==> config.mk <==
export PLATFORM = sky130hd
export DESIGN_NAME = myvision_ram_arbiter
export DESIGN_NICKNAME = d
export VERILOG_FILES = /design/src/rtl/myvision_ram_arbiter.sv
export SDC_FILE = /design/constraint.sdc
export NUM_CORES = 1
export LEC_CHECK = 0
export BUFFER_PORTS_ARGS = -buffer_cell sky130_fd_sc_hd__buf_2
export CORE_MARGIN = 4
export CORE_UTILIZATION = 47
export CTS_BUF_LIST = sky130_fd_sc_hd__clkbuf_4
export DETAILED_ROUTE_END_ITERATION = 8
export PLACE_DENSITY = 0.82
export SLEW_MARGIN = 20
export SYNTH_ARGS = -nofsm -noshare
export SYNTH_HDL_FRONTEND = slang
export SYNTH_SLANG_ARGS = --single-unit
==> constraint.sdc <==
create_clock -name clk_3m58 -period 1.9 [get_ports clk_3m58]
set_input_delay 0.19 -clock clk_3m58 [delete_from_list [all_inputs] [get_ports clk_3m58]]
set_output_delay 0.19 -clock clk_3m58 [all_outputs]
set_load 0.1 [all_outputs]
==> src/rtl/myvision_ram_arbiter.sv <==
// Arbitrates the single CPU RAM port between the Z80 bus and the cartridge loader.
// The Z80 is stalled through nWAIT while a read is in flight or the loader owns the port.
module myvision_ram_arbiter #(
    parameter logic [15:0] ROM_TOP = 16'h7FFF,
    parameter int unsigned LD_HOLD = 2
) (
    input  logic        clk_3m58,
    input  logic        reset,
    input  logic [15:0] cpu_addr,
    input  logic        cpu_mreq_n,
    input  logic        cpu_rd_n,
    input  logic        cpu_wr_n,
    input  logic [7:0]  cpu_dout,
    output logic [7:0]  cpu_din,
    output logic        cpu_wait_n,
    input  logic        ld_active,
    input  logic        ld_req,
    input  logic [15:0] ld_addr,
    input  logic [7:0]  ld_data,
    output logic        ld_ack,
    output logic [15:0] ram_a,
    output logic [7:0]  ram_d_o,
    input  logic [7:0]  ram_d_i,
    output logic        ram_ce_n,
    output logic        ram_we_n
);

    typedef enum logic [2:0] {
        IDLE,
        CPU_RD,
        CPU_RD_CAP,
        CPU_WR,
        LD_WR,
        LD_ACK
    } state_t;

    state_t      state_reg, state_next;
    logic [2:0]  hold_reg, hold_next;
    logic        served_reg, served_next;
    logic [15:0] ram_a_reg, ram_a_next;
    logic [7:0]  ram_d_o_reg, ram_d_o_next;
    logic [7:0]  cpu_din_reg, cpu_din_next;
    logic        ram_ce_n_reg, ram_ce_n_next;
    logic        ram_we_n_reg, ram_we_n_next;
    logic        wait_n_reg, wait_n_next;
    logic        ld_ack_reg, ld_ack_next;

    logic cpu_req;
    logic cpu_unserved;
    logic cpu_rd_req;
    logic cpu_wr_req;
    logic rd_busy;
    logic ld_busy;

    // served_reg makes a request edge-qualified: one access per mreq_n low period
    assign cpu_req      = !cpu_mreq_n && (!cpu_rd_n || !cpu_wr_n);
    assign cpu_unserved = cpu_req && !served_reg;
    assign cpu_rd_req   = cpu_unserved && !cpu_rd_n;
    assign cpu_wr_req   = cpu_unserved && cpu_rd_n;

    always_comb begin
        state_next   = state_reg;
        hold_next    = hold_reg;
        ram_a_next   = ram_a_reg;
        ram_d_o_next = ram_d_o_reg;
        cpu_din_next = cpu_din_reg;

        case (state_reg)
            IDLE: begin
                // the loader wins ties only while a download is active
                if (ld_req && (!cpu_unserved || ld_active)) begin
                    state_next   = LD_WR;
                    hold_next    = 3'(LD_HOLD - 1);
                    ram_a_next   = ld_addr;
                    ram_d_o_next = ld_data;
                end else if (cpu_rd_req && !ld_active) begin
                    state_next = CPU_RD;
                    ram_a_next = cpu_addr;
                end else if (cpu_wr_req && !ld_active) begin
                    state_next   = CPU_WR;
                    ram_a_next   = cpu_addr;
                    ram_d_o_next = cpu_dout;
                end
            end
            CPU_RD: state_next = CPU_RD_CAP;
            CPU_RD_CAP: begin
                cpu_din_next = ram_d_i;
                state_next   = IDLE;
            end
            CPU_WR: state_next = IDLE;
            LD_WR: begin
                if (hold_reg == 3'd0) begin
                    state_next = LD_ACK;
                end else begin
                    hold_next = hold_reg - 3'd1;
                end
            end
            LD_ACK:  state_next = IDLE;
            default: state_next = IDLE;
        endcase

        // strobes are registered from the next state so they line up with it
        ram_ce_n_next = !((state_next == CPU_RD) || (state_next == CPU_WR) || (state_next == LD_WR));
        ram_we_n_next = !((state_next == LD_WR) ||
                          ((state_next == CPU_WR) && (ram_a_next > ROM_TOP)));
        ld_ack_next   = (state_next == LD_ACK);

        served_next = cpu_mreq_n ? 1'b0
                    : (served_reg || ((state_reg == IDLE) &&
                                      ((state_next == CPU_RD) || (state_next == CPU_WR))));

        rd_busy = (state_next == CPU_RD) || (state_next == CPU_RD_CAP) || (state_reg == CPU_RD_CAP);
        ld_busy = (state_reg == LD_WR) || (state_reg == LD_ACK) ||
                  (state_next == LD_WR) || (state_next == LD_ACK) || ld_active;
        wait_n_next = !(rd_busy || (cpu_unserved && ld_busy));
    end

    always_ff @(posedge clk_3m58) begin
        if (reset) begin
            state_reg    <= IDLE;
            hold_reg     <= 3'd0;
            served_reg   <= 1'b0;
            ram_a_reg    <= 16'h0000;
            ram_d_o_reg  <= 8'h00;
            cpu_din_reg  <= 8'hFF;
            ram_ce_n_reg <= 1'b1;
            ram_we_n_reg <= 1'b1;
            wait_n_reg   <= 1'b1;
            ld_ack_reg   <= 1'b0;
        end else begin
            state_reg    <= state_next;
            hold_reg     <= hold_next;
            served_reg   <= served_next;
            ram_a_reg    <= ram_a_next;
            ram_d_o_reg  <= ram_d_o_next;
            cpu_din_reg  <= cpu_din_next;
            ram_ce_n_reg <= ram_ce_n_next;
            ram_we_n_reg <= ram_we_n_next;
            wait_n_reg   <= wait_n_next;
            ld_ack_reg   <= ld_ack_next;
        end
    end

    assign cpu_din    = cpu_din_reg;
    assign cpu_wait_n = wait_n_reg;
    assign ld_ack     = ld_ack_reg;
    assign ram_a      = ram_a_reg;
    assign ram_d_o    = ram_d_o_reg;
    assign ram_ce_n   = ram_ce_n_reg;
    assign ram_we_n   = ram_we_n_reg;

endmodule

-- Word level (Yosys, flattened, before mapping)
Cells that the tools add are included.
- muxes and demuxes: 15
- order comparisons: 1
- equality and inequality tests: 12
- add/sub/neg operators: 1
- reduce and logical (&&, ||, !) cells: 39
- operator list (kind ; number):
    16-bit 2-to-1 mux ; 4
    8-bit 2-to-1 mux ; 3
    3-bit 2-to-1 mux ; 6
    16-bit by 15-bit greater-than comparator with 1-bit output, second input constant ; 1
    1-bit logical OR ; 13
    3-bit equality test, second input constant ; 4
    1-bit logical AND ; 10
    3-bit by 2-bit equality test with 1-bit output, second input constant ; 3
    1-bit zero test ; 9
    3-bit one-hot mux with 3 select lines ; 1
    3-bit by 1-bit equality test with 1-bit output, second input constant ; 2
    3-bit zero test ; 2
    2-bit inequality test, second input constant ; 3
    3-bit one-hot mux with 2 select lines ; 1
    3-bit AND reduction ; 2
    2-bit nonzero test ; 2
    3-bit by 1-bit subtractor with 3-bit output, second input constant ; 1
    2-bit OR reduction ; 1
- flip-flop bits (word level): 43
- output and inout bits: 36
- input bits: 63

-- Longest topological paths before layout
Gate-level depths: netlist of the first run.
- word-level depth: 17
- depth in mapped cells: 7

-- Worst setup path before layout of the first run
Ideal clock, no wire load.
- path type: reg2reg
- start: reg served_reg
- end: reg wait_n_reg, in the netlist cpu_wait_n
- clock period less this slack: 1579 ps
- library setup time: 122 ps
- cell stages (with the launch flop): 5
- arrival: 1457 ps
- data required time: 1778 ps
- buffers on the path: 0
- slack: 321 ps
- cells stage by stage: dfxtp_1 > a2111oi_4 > a21oi_1 > or3_1 > a311o_1
- cells in the longest elaborated chain, start to end: 15
- ends and longest elaborated chain (element ; RTL line ; text):
    start, declared ; 39 ; logic served_reg, served_next;
    start signal, assigned ; 133 ; served_reg <= served_next;
    1-bit zero test * ; 57 ; assign cpu_unserved = cpu_req && !served_reg;
    1-bit logical AND * ; 57 ;
    1-bit logical AND ; 59 ; assign cpu_wr_req = cpu_unserved && cpu_rd_n;
    1-bit logical AND ; 79 ; end else if (cpu_wr_req && !ld_active) begin
    3-bit 2-to-1 mux ; 79 ;
    3-bit 2-to-1 mux ; 76 ; end else if (cpu_rd_req && !ld_active) begin
    3-bit 2-to-1 mux ; 71 ; if (ld_req && (!cpu_unserved || ld_active)) begin
    3-bit one-hot mux with 3 select lines ; 68 ; case (state_reg)
    3-bit equality test ; 114 ; (state_next == LD_WR) || (state_next == LD_ACK) || ld_active;
    1-bit logical OR ; 113 ; ld_busy = (state_reg == LD_WR) || (state_reg == LD_ACK) ||
    1-bit logical OR (2 in series) ; 114 ;
    1-bit logical AND ; 115 ; wait_n_next = !(rd_busy || (cpu_unserved && ld_busy));
    1-bit logical OR * ; 115 ;
    1-bit zero test * ; 115 ;
    end signal, assigned ; 139 ; wait_n_reg <= wait_n_next;
    end, declared ; 45 ; logic wait_n_reg, wait_n_next;
Mark *: on every way between the ends. The rest lies on a longest branch, timed or not.
A chain may end at the register's enable or synchronous reset.

-- Worst setup path after layout of the first run
Ends and elaborated chain as after synthesis.

==> impl_metrics.csv, run 1 <==
group,metric,value,unit
global_routing,track_usage,0.192,
placed_design,postPlaceCellArea,2540,µm²
cts,post_cts_buffers,0,
synth,syn-num-nets,290,
setup_path,crit_chain,"a2111oi_4 -> a21oi_1 -> or3_1 -> a311o_1",
die,die_w,73.6,µm
setup_path,worst-path-max-fanout,6,
drt,ant_nets,0,
pwr,p_leak,1.14,nW
drt,first_pass_iters,4,
setup_path,crit_path_top_delay_cell,"a2111oi_4",
pwr,p_switching,1.31,mW
setup_path,path_buf_inv,0,
global_routing,grt_pass1_vias,1830,
cts,path_clk_slew,130,ps
layout,largest_reg_flops,16,
hold_path,min-delay-path-class,"input port to register",
die,ios,99,
synth,yosys.area.top_type_share,0.426,
sta,max_freq,0.591,GHz
drt,drc_errors,0,
drt,wl_per_cell,13.8,µm
pwr,combPwrFrac,0.432,
sta,layout_setup_ws,207,ps
job,drv_cap,0,
synth,seq_area_frac_synth,0.426,
drt,via_per_inst,5.33,
sta,fin_crit_sh,0.891,
sta,drv_slew,0,
placed_design,port_buffers,98,
sta,rsz0062_at_grt,"no",
die,die_h,73.6,µm
placed_design,dp_hpwl,3820,µm
drt,vias,1966,
pwr,p_int,1.56,mW
pwr,seqPwrFrac,0.374,
global_routing,antenna_found_initial,0,
layout,area_growth,29.5,%
sta,tns,0,ps
sta,setup_viol,0,
layout,fin_nets,383,
die,coreArea,4090,µm²
global_routing,grt_pass1_wl,8180,µm
cts,cts_sinks,43,
cts,cts_root_buffer,"clkbuf_4",
cts,clk_latency,350,ps
synth,synth_edf_count,0,
setup_path,critPathKind,"register to register",
sta,timing.final.crit_period,1690,ps
setup_path,cp.arrival,1950,ps
cts,cts_resized,0,
synth,yosysMostFrequentCell,"dfxtp_1",
pwr,power.share.clock,0.194,
setup_path,slowest_delay,510,ps
cts,cts_tree,"built",
sta,hold_viol,0,
synth,avgSynthCellArea,8.98,µm²
sta,fin_worst_skew,9.34,ps
pwr,p_per_area,1090,nW/µm²
drt,routed_wl,5080,µm
global_routing,grt_max_degree,29,
cts,cts_buffers,5,
sta,max_slew_margin,0.669,
cts,ctsHoldBuffers,0,
setup_path,crit_path_end_kind,"register",
die,initial_core_util,0.494,
synth,ys_seq_elements,43,
synth,ys_top_cells_by_area,"dfxtp_1, a211oi_1, nand3b_1",
cts,cts_max_path_buffers,2,
synth,synth_ff_type,"dfxtp_1",
layout,stdcell_area,2620,µm²
synth,async_flop_share,0,
placed_design,gp_congestion,0.806,
placed_design,dp_slack,233,ps
drt,first_iter_violations,85,
pwr,ir_worst_vdd,0.524,mV
sta,max_slew.worst_pin.slew,501,ps
synth,synth_cell_types,41,
synth,yosysWarningCount,0,
layout,fin_util,0.641,
setup_path,worst-endpoint-required,2150,ps
die,fp-row-count,23,
setup_path,worstSetupStartpointType,"register",
status,status,"finished clean",
cts,h-tree-depth,2,
pwr,swShare,0.457,
synth,synth_area,2020,µm²
global_routing,grt_remaining_overflow,0,
synth,synth_top_cell_by_area,"dfxtp_1",
die,die-area,5410,µm²
setup_path,critical-path-top-delay-family,"compound AO/OA/AOI/OAI gates",
layout,n_antenna_cell,0,
sta,hold_ws,30.7,ps
layout,drive_above_1_share,0.389,
synth,synth_common_cells,"dfxtp_1, nor2_1, a211oi_1, nand3b_1, o21ai_0",
synth,synthCells,225,
## per-stage QoR
stage	power (mW)	cells
floorplan	2.11	225
global placement	2.32	361
detailed placement	2.33	361
CTS	2.89	369
global route	3.01	369
finish	2.87	369
## kinds of logic after synthesis
group	count (synthesis)	synth area share
flops	43	0.426
simple gates	87	0.236
compound gates	66	0.253
fa+ha+maj	2	0.0124
buf+inv	25	0.0613
mux	1	0.00743
xor+xnor	1	0.00434
## area by class of cell
class                      count  area (µm²)
multi-input combinational    157        1040
tap                           50        62.6
sequential                    43         861
inverter                       3        11.3
timing repair buffer         108         566
fill                         377        1470
clock inverter                 3        38.8
clock buffer                   5        37.5
## power groups by stage
stage	Combinational, mW	Clock (mW)	Sequential (mW)
after CTS	1.24	0.573	1.07
final	1.24	0.557	1.07
after global placement	1.23	0	1.09
after floorplan	0.356	0	1.75
after detailed placement	1.24	0	1.09
after global routing	1.31	0.612	1.09
## worst paths after layout
kind	startpoint	to	slack [ps]	depth (start not counted)
min reg2reg	hold_reg[0]$_SDFFE_PP0P_	hold_reg[0]$_SDFFE_PP0P_	490	1
max reg2reg	served_reg$_SDFF_PP0_	cpu_wait_n$_SDFF_PP1_	210	4
min	ram_d_i[4]	cpu_din[4]$_SDFFE_PP1N_	30	2
max	served_reg$_SDFF_PP0_	cpu_wait_n$_SDFF_PP1_	210	4
## metal layers
layer / part of all wire / up-vias / track usage
li1: - / 1008 / -
met1: 0.44 / 902 / 0.235
met2: 0.50 / 49 / 0.330
met5: 0 / - / 0
met3: 0.051 / 7 / 0.0465
met4: 0.014 / 0 / 0.0604
## cell usage in the layout, fill, tap and decap left out, types with 2 or more instances in the layout
cell type	netlist	layout
nor3_2	1	2
a211o_1	8	8
nand2b_1	2	2
nor2b_1	9	9
nor3_1	3	2
a21oi_1	5	5
buf_2	5	98
buf_4	2	10
ha_1	2	2
nor4b_1	3	3
o21bai_1	2	2
dfxtp_1	43	43
nand3b_1	17	17
a311oi_1	6	6
nand3_1	9	9
nand2_1	10	10
nor3b_1	2	2
a311oi_2	2	2
nor2_2	2	2
a211oi_1	18	18
o21ai_0	16	16
nor2_1	25	25
clkbuf_4	0	5
inv_1	3	3
Power figures use the tool's default switching activity.
==> inputs of run 2 (changes only) <==
Settings changed: REMOVE_ABC_BUFFERS set to 1.
==> impl_metrics.csv, run 2 (synthesis gave the netlist of run 1 again) <==
group,metric,value,unit
global_routing,grt_pass1_vias,1780,
sta,max_slew_margin,0.670,
die,die_w,73.6,µm
setup_path,worst-endpoint-required,2150,ps
placed_design,gp_congestion,0.782,
setup_path,critical-path-top-delay-family,"compound AO/OA/AOI/OAI gates",
cts,ctsHoldBuffers,0,
sta,rsz0062_at_grt,"no",
cts,post_cts_buffers,0,
setup_path,crit_path_end_kind,"register",
drt,ant_nets,0,
sta,max_freq,0.587,GHz
cts,cts_resized,0,
drt,first_pass_iters,6,
sta,fin_crit_sh,0.896,
setup_path,path_buf_inv,0,
layout,num-fill-cells,379,
global_routing,grt_max_degree,29,
die,coreArea,4090,µm²
drt,via_per_inst,5.41,
setup_path,r2r_cells,4,
drt,first_iter_violations,82,
placed_design,dp_hpwl,3780,µm
layout,area_growth,29.5,%
setup_path,reg2reg_to,"cpu_wait_n$_SDFF_PP1_",
setup_path,cp.arrival,1960,ps
sta,tns,0,ps
drt,vias,1996,
setup_path,r2r_start,"served_reg$_SDFF_PP0_",
pwr,p_per_area,1090,nW/µm²
sta,drv_slew,0,
pwr,seqPwrFrac,0.374,
placed_design,port_buffers,98,
hold_path,hp-start,"ram_d_i[1]",
layout,final_cell_mix,"buf_2, dfxtp_1, nor2_1, a211oi_1, nand3b_1",
die,die_h,73.6,µm
sta,setup_viol,0,
setup_path,crit_chain,"a2111oi_4 -> a21oi_1 -> or3_1 -> a311o_1",
placed_design,postPlaceCellArea,2540,µm²
setup_path,regToRegSetupSlack,200,ps
pwr,power.total,2.86,mW
die,die-area,5410,µm²
global_routing,antenna_found_initial,0,
sta,timing.final.crit_period,1700,ps
layout,drive_above_1_share,0.389,
job,drv_cap,0,
pwr,power.share.clock,0.195,
die,initial_core_util,0.494,
global_routing,grt_pass1_wl,7960,µm
layout,fin_nets,383,
drt,drc_errors,0,
cts,cts_tree,"built",
layout,final_common_cell,"buf_2",
layout,largest_reg_flops,16,
pwr,swShare,0.457,
sta,max_slew.worst_pin.slew,498,ps
layout,stdcell_area,2620,µm²
global_routing,track_usage,0.186,
pwr,ir_worst_vdd,0.514,mV
layout,fin_util,0.641,
hold_path,hold_path_end,"cpu_din[1]$_SDFFE_PP1N_",
pwr,p_int,1.56,mW
hold_path,holdPathStages,2,
sta,hold_viol,0,
setup_path,slowest_delay,500,ps
cts,path_clk_slew,120,ps
global_routing,grt_remaining_overflow,0,
pwr,combPwrFrac,0.431,
cts,cts_buffers,5,
cts,cts_root_buffer,"clkbuf_4",
setup_path,worstSetupStartpointType,"register",
setup_path,critPathKind,"register to register",
die,fp-row-count,23,
cts,cts_sinks,43,
cts,h-tree-depth,2,
hold_path,min-delay-path-class,"input port to register",
pwr,p_leak,1.14,nW
drt,routed_wl,5060,µm
pwr,p_switching,1.31,mW
cts,cts_max_path_buffers,2,
sta,fin_worst_skew,12.0,ps
layout,n_antenna_cell,0,
cts,clk_latency,350,ps
status,status,"finished clean",
die,ios,99,
setup_path,worst-path-max-fanout,6,
setup_path,crit_path_top_delay_cell,"a2111oi_4",
drt,wl_per_cell,13.7,µm
run 2: cell counts in the layout (fill, tap and decap cells not counted):
Identical to the previous run, type by type.
run 2: per-layer routing:
metal | share of wire | GRT usage | vias up
met2 | 0.48 | 0.320 | 67
li1 | - | - | 1011
met5 | 0 | 0 | -
met1 | 0.43 | 0.229 | 908
met4 | 0.013 | 0.0563 | 0
met3 | 0.074 | 0.0451 | 10
run 2: worst register-to-register path, stage by stage (launching register included):
cell and delay (ps):
dfxtp_1 380, a2111oi_4 500, a21oi_1 120, or3_1 330, a311o_1 270
run 2: per-stage QoR:
| step | hold WS [ps] | std cells | setup WS, ps |
|---|---|---|---|
| floorplan | 258 | 203 | -410 |
| finish | 33.3 | 369 | 197 |
| global route | 13.6 | 369 | 42.3 |
| detailed placement | 397 | 361 | 245 |
| CTS | 19.3 | 369 | 220 |
| global placement | 392 | 361 | 264 |
run 2: power by group through the flow:
| stage | combinational (mW) | sequential, mW | clock, mW |
|---|---|---|---|
| floorplan | 0.288 | 1.76 | 0 |
| global placement | 1.23 | 1.09 | 0 |
| detailed placement | 1.24 | 1.09 | 0 |
| CTS | 1.24 | 1.07 | 0.576 |
| global route | 1.31 | 1.08 | 0.617 |
| finish | 1.24 | 1.07 | 0.558 |
run 2: layout make-up:
type	count	area [µm²]	area share
sequential	43	861	0.329
timing repair buffer	108	566	0.216
clock inverter	3	38.8	0.0148
tap	50	62.6	0.0239
clock buffer	5	37.5	0.0143
multi-input combinational	157	1040	0.398
inverter	3	11.3	0.00430
run 2: worst max path at each step:
| stage | start | to | slack, ps | depth (start not counted) |
|---|---|---|---|---|
| final | served_reg$_SDFF_PP0_ | cpu_wait_n$_SDFF_PP1_ | 200 | 4 |
| after global routing | state_reg[0]$_SDFF_PP0_ | ram_d_o[4]$_SDFFE_PP0P_ | 40 | 4 |
| after CTS | served_reg$_SDFF_PP0_ | cpu_wait_n$_SDFF_PP1_ | 220 | 4 |
| after detailed placement | cpu_wr_n | cpu_wait_n$_SDFF_PP1_ | 250 | 5 |
| after global placement | cpu_wr_n | cpu_wait_n$_SDFF_PP1_ | 260 | 5 |
| after floorplan | state_reg[0]$_SDFF_PP0_ | ram_a[0]$_SDFF_PP0_ | -410 | 4 |
